--- src/rtl/io_input_port_ctrl.sv ---
// io_input_port_ctrl
//   Receive side of the memory-mapped input I/O.
//   - Synchronises two asynchronous switch buses.
//   - Debounces two active-low mode keys and counts/flags their presses.
//   - Returns any of this on a CPU read strobe, one cycle later.
//
// Ports
//   clock          system clock, rising edge
//   reset          synchronous, active-high
//   in_port0/1     asynchronous switch buses (DATA_W)
//   and_key        and-mode key, active-low, asynchronous
//   add_key        add-mode key, active-low, asynchronous
//   io_addr        byte address, word select = io_addr[4:2]
//   io_rd          one-cycle read strobe
//   io_read_data   registered read word (holds while io_read_valid=0)
//   io_read_valid  one-cycle pulse, one edge after io_rd
//   key_irq        high while either press flag is set
//
// Register map (io_addr[4:2])
//   0 in_port0 synced, 1 in_port1 synced,
//   2 {add_flag, and_flag} read-to-clear,
//   3 {add_cnt, and_cnt}, 4 {add_level, and_level}, 5-7 zero
module io_input_port_ctrl #(
  parameter int DATA_W  = 32,
  parameter int DEB_CYC = 4,
  parameter int CNT_W   = 8
) (
  input  logic              clock,
  input  logic              reset,
  input  logic [DATA_W-1:0] in_port0,
  input  logic [DATA_W-1:0] in_port1,
  input  logic              and_key,
  input  logic              add_key,
  input  logic [7:0]        io_addr,
  input  logic              io_rd,
  output logic [DATA_W-1:0] io_read_data,
  output logic              io_read_valid,
  output logic              key_irq
);

  localparam int DC_W = $clog2(DEB_CYC);
  localparam logic [DC_W-1:0] DEB_MAX = DC_W'(DEB_CYC - 1);

  // Key vectors are indexed 0 = and_key, 1 = add_key.
  logic [DATA_W-1:0] p0_s1_q, p0_s2_q, p1_s1_q, p1_s2_q;
  logic [1:0]        key_s1_q, key_s2_q;
  logic [1:0]        lvl_q, lvl_d;
  logic [DC_W-1:0]   dcnt_q [2];
  logic [DC_W-1:0]   dcnt_d [2];
  logic [CNT_W-1:0]  pcnt_q [2];
  logic [CNT_W-1:0]  pcnt_d [2];
  logic [1:0]        press;
  logic [1:0]        flag_q, flag_d;
  logic              irq_q, irq_d;
  logic              clr_rd;
  logic [DATA_W-1:0] rd_word;
  logic [DATA_W-1:0] rd_data_q, rd_data_d;
  logic              rd_vld_q, rd_vld_d;

  always_comb begin
    lvl_d  = lvl_q;
    press  = 2'b00;
    dcnt_d = '{default: '0};
    pcnt_d = pcnt_q;
    for (int k = 0; k < 2; k++) begin
      // The counter only runs while the synced level disagrees; agreement
      // (or acceptance) brings it back to zero.
      if (key_s2_q[k] != lvl_q[k]) begin
        if (dcnt_q[k] == DEB_MAX) begin
          lvl_d[k] = key_s2_q[k];
        end else begin
          dcnt_d[k] = dcnt_q[k] + 1'b1;
        end
      end
      press[k]  = lvl_q[k] & ~lvl_d[k];
      pcnt_d[k] = pcnt_q[k] + CNT_W'(press[k]);
    end

    clr_rd = io_rd && (io_addr[4:2] == 3'd2);
    // A press landing on the clearing edge keeps its flag set.
    flag_d = press | (clr_rd ? 2'b00 : flag_q);
    irq_d  = |flag_d;

    case (io_addr[4:2])
      3'd0:    rd_word = p0_s2_q;
      3'd1:    rd_word = p1_s2_q;
      3'd2:    rd_word = DATA_W'(flag_q);
      3'd3:    rd_word = DATA_W'({pcnt_q[1], pcnt_q[0]});
      3'd4:    rd_word = DATA_W'(lvl_q);
      default: rd_word = '0;
    endcase

    rd_data_d = io_rd ? rd_word : rd_data_q;
    rd_vld_d  = io_rd;
  end

  always_ff @(posedge clock) begin
    if (reset) begin
      p0_s1_q   <= '0;
      p0_s2_q   <= '0;
      p1_s1_q   <= '0;
      p1_s2_q   <= '0;
      key_s1_q  <= 2'b11;
      key_s2_q  <= 2'b11;
      lvl_q     <= 2'b11;
      dcnt_q    <= '{default: '0};
      pcnt_q    <= '{default: '0};
      flag_q    <= 2'b00;
      irq_q     <= 1'b0;
      rd_data_q <= '0;
      rd_vld_q  <= 1'b0;
    end else begin
      p0_s1_q   <= in_port0;
      p0_s2_q   <= p0_s1_q;
      p1_s1_q   <= in_port1;
      p1_s2_q   <= p1_s1_q;
      key_s1_q  <= {add_key, and_key};
      key_s2_q  <= key_s1_q;
      lvl_q     <= lvl_d;
      dcnt_q    <= dcnt_d;
      pcnt_q    <= pcnt_d;
      flag_q    <= flag_d;
      irq_q     <= irq_d;
      rd_data_q <= rd_data_d;
      rd_vld_q  <= rd_vld_d;
    end
  end

  assign io_read_data  = rd_data_q;
  assign io_read_valid = rd_vld_q;
  assign key_irq       = irq_q;

endmodule

--- config.mk ---
export PLATFORM = sky130hd
export DESIGN_NAME = io_input_port_ctrl
export DESIGN_NICKNAME = d
export VERILOG_FILES = /design/src/rtl/io_input_port_ctrl.sv
export SDC_FILE = /design/constraint.sdc
export NUM_CORES = 1
export LEC_CHECK = 0
export BUFFER_PORTS_ARGS = -buffer_cell sky130_fd_sc_hd__buf_2
export CORE_UTILIZATION = 55
export CTS_CLUSTER_DIAMETER = 200
export DETAILED_ROUTE_END_ITERATION = 6
export PLACE_DENSITY = 0.79
export SLEW_MARGIN = 20
export SYNTH_ARGS = -nofsm -noshare
export SYNTH_HDL_FRONTEND = slang
export SYNTH_SLANG_ARGS = --single-unit
--- constraint.sdc ---
create_clock -name clock -period 1.96 [get_ports clock]
set_input_delay 0.196 -clock clock [delete_from_list [all_inputs] [get_ports clock]]
set_output_delay 0.196 -clock clock [all_outputs]
set_load 0.01 [all_outputs]
==> reports/summary.txt <==
Status: complete, no violations
CTS H-tree depth: 4
DRC: 0
Total global-route track usage: 22.0%
CP dominant cell by count: ha_1
Cells after synthesis: 584
Most frequent cells in the layout: 190 x dfxtp_1, 154 x nor2b_1, 104 x buf_2
Max VDD drop: 1.08 mV
CP endpoint kind: flop
Mapped cell area: 0.00624 mm²
Area of the core: 0.0109 mm²
RR Startpoint: dcnt_q[2]$_SDFF_PP0_
Worst-skew pair later-pin latency: 0.42 ns
Layout Utilization: 72.9%
Worst Tran Pin Value: 0.512 ns
Die area: 0.0118 mm²
Worst Setup Start Kind: flop
FP Rows: 38
Final hold viol count: 0
Min-delay src: in_port1[4]
Vias in the first global route: 4245
FF+latch count, synth: 190
Vias: 4276
End of the worst hold path: p1_s1_q[4]$_SDFF_PP0_
Syn Nets: 667
Minimum clock period after layout: 1.79 ns
Starting Density: 57.1%
Global route overflow: 0
First-pass GRT wire length: 19300 µm
Final wirelength: 12100 µm
Clk buf depth: 2
Max Cap Viol: 0
Reg2Reg Setup Slack: 0.17 ns
Placer Congestion: 0.749
Root buf cell: clkbuf_16
Post-synth top area cell: dfxtp_1
Drt first pass iters: 4
Ranking of synthesized cells by area: dfxtp_1 61%, nor2b_1 16%, nor2_1 3.0%
Antenna Cells: 0
Crit path max fanout: 3
Required time worst endpoint: 2.26 ns
Vias/cell: 4.81
# setup viols final: 0
Port bufs: 105
Setup TNS: 0 ns
Post-CTS Setup Bufs: 0
Final Net Count: 820
Boundary Pins: 111
WL/cell: 13.6 µm
Slowest Stage Delay on Critical Path: 0.31 ns
Worst hold path cell count: 2
Leak: 0.00341 µW
Final critical-path share of the clock period: 91.3%
CTS tree: yes
Clock skew: 0.00720 ns
RSZ-0062 raised after global routing: no
Most common cell after layout, fill and taps aside: dfxtp_1
CP max stage cell: dfxtp_1
Power per cell area: 963 mW/mm²
Register area share after synthesis: 60.9%
1st-iter DRT viols: 174
Crit path cell chain: ha_1 -> nor2b_2 -> nand2_1 -> inv_1 -> ha_1 -> and3_1 -> nand3_1 -> xor2_1 -> nor2_1
Syn avg cell area: 10.7 µm²
DPL Wire Length: 7340 µm
CTS clk-pin slew, worst paths: 0.06 ns
Die Y: 109 µm
DRT antenna net count: 0
Initial antenna violation count: 0
Area share of the largest cell type after synthesis: 60.9%
Warnings, synthesis: 0
Reg-to-reg endpoint: pcnt_q[15]$_SDFF_PP0_
Max_slew headroom: 65.8%
Placed Area: 0.00687 mm²
CTS sink cnt: 190
Synth unique cells: 33
Final worst slack: 0.170 ns
Layout cell share with drive strength beyond 1: 21.2%
FF-to-FF path depth: 9
Largest net degree at the start of global routing: 109
Max-slew violation count: 0
Area Growth Syn to Fin: 27.7%
FMAX: 559 MHz
Critical path class: reg2reg
CP arrival: 2.09 ns
Hold/Removal Path Class: in2reg
Final Cell Area: 0.00797 mm²
Worst slack, placed: 0.217 ns
Die W: 109 µm
CTS Buf Count: 17
FILL cells: 746
==> cell usage after synthesis (all sizes together) <==
library cell	instances
a21oi	34
a311oi	2
a31oi	1
and2	1
and3	4
buf	12
clkbuf	22
dfxtp	190
ha	6
inv	18
mux2	18
mux2i	14
mux4	1
nand2	4
nand2b	2
nand3	8
nand3b	2
nor2	50
nor2b	155
nor3	1
o21ai	3
o21bai	2
o32ai	14
or2	4
or3	2
xnor2	6
xor2	8
==> cells by family (layout without fill, tap and decap cells) <==
group / Yosys count / count (layout) / synth area share (%)
simple gates: 233 / 233 / 21.0
flops: 190 / 190 / 60.9
compound gates: 56 / 56 / 5.55
buf+inv: 52 / 217 / 3.45
mux: 33 / 33 / 5.85
xor+xnor: 14 / 14 / 1.96
fa+ha+maj: 6 / 6 / 1.20
==> where the power goes <==
group / leakage, µW / switching [µW] / internal [µW]
combinational: 0.00159 / 205 / 253
clock: 0.000259 / 1430 / 1760
sequential: 0.00156 / 32.9 / 4000
==> worst max-delay path by stage <==
stage	startpoint	to	slack [ns]	cells after the start
final	dcnt_q[2]$_SDFF_PP0_	pcnt_q[15]$_SDFF_PP0_	0.17	9
after global routing	dcnt_q[0]$_SDFF_PP0_	pcnt_q[7]$_SDFF_PP0_	0.01	9
after CTS	dcnt_q[2]$_SDFF_PP0_	pcnt_q[15]$_SDFF_PP0_	0.14	9
after detailed placement	dcnt_q[2]$_SDFF_PP0_	pcnt_q[15]$_SDFF_PP0_	0.22	9
after global placement	dcnt_q[2]$_SDFF_PP0_	pcnt_q[14]$_SDFF_PP0_	0.33	9
after floorplan	dcnt_q[2]$_SDFF_PP0_	pcnt_q[12]$_SDFF_PP0_	0.41	9
==> state kept, by name (all words and copies together) (netlist names) <==
register / flops
dcnt_q: 4
flag_q: 2
io_read_data: 32
io_read_valid: 1
key_irq: 1
key_s1_q: 2
key_s2_q: 2
lvl_q: 2
p0_s1_q: 32
p0_s2_q: 32
p1_s1_q: 32
p1_s2_q: 32
pcnt_q: 16
==> routing by layer <==
| metal | track usage [%] | part of all wire, % |
|---|---|---|
| met4 | 8.01 | 1.5 |
| met5 | 0 | 0 |
| met1 | 24.4 | 42 |
| met3 | 6.39 | 4.3 |
| met2 | 39.6 | 53 |
==> what timing repair did <==
| item | 4_1_cts | 5_1_grt |
|---|---|---|
| endpoints found under the hold margin | 54 | 1 |
| hold buffers | 54 | 1 |
| endpoints found under the setup margin | 0 | 2 |
| resized for setup | 0 | 1 |
==> critical path: cells and delay by family, from the launching register on <==
| family | cells | cell delay (ns) |
|---|---|---|
| XOR/XNOR | 1 | 0.19 |
| adder cells (fa/ha/maj) | 2 | 0.41 |
| buffers and inverters | 1 | 0.06 |
| flip-flops | 1 | 0.31 |
| AND/OR/NAND/NOR | 5 | 0.68 |
==> final cells by class <==
class / instances / area (µm²) / share of cell area [%]
flip-flops and latches: 190 / 3800 / 47.7
multi-input cells: 342 / 2230 / 27.9
repair buffers: 168 / 1150 / 14.4
clock buffers: 20 / 437 / 5.48
well taps: 140 / 175 / 2.20
clock inverters: 11 / 109 / 1.37
inverters: 18 / 67.6 / 0.848
==> stage by stage <==
stage	std cells	total power, µW	hold WS, ns
after global routing	889	7950	0.00553
final	889	7670	0.00521
after global placement	803	4470	0.381
after CTS	888	7710	0.00184
after floorplan	584	4340	0.293
after detailed placement	803	4480	0.382
(Power assumes the default switching activity.)
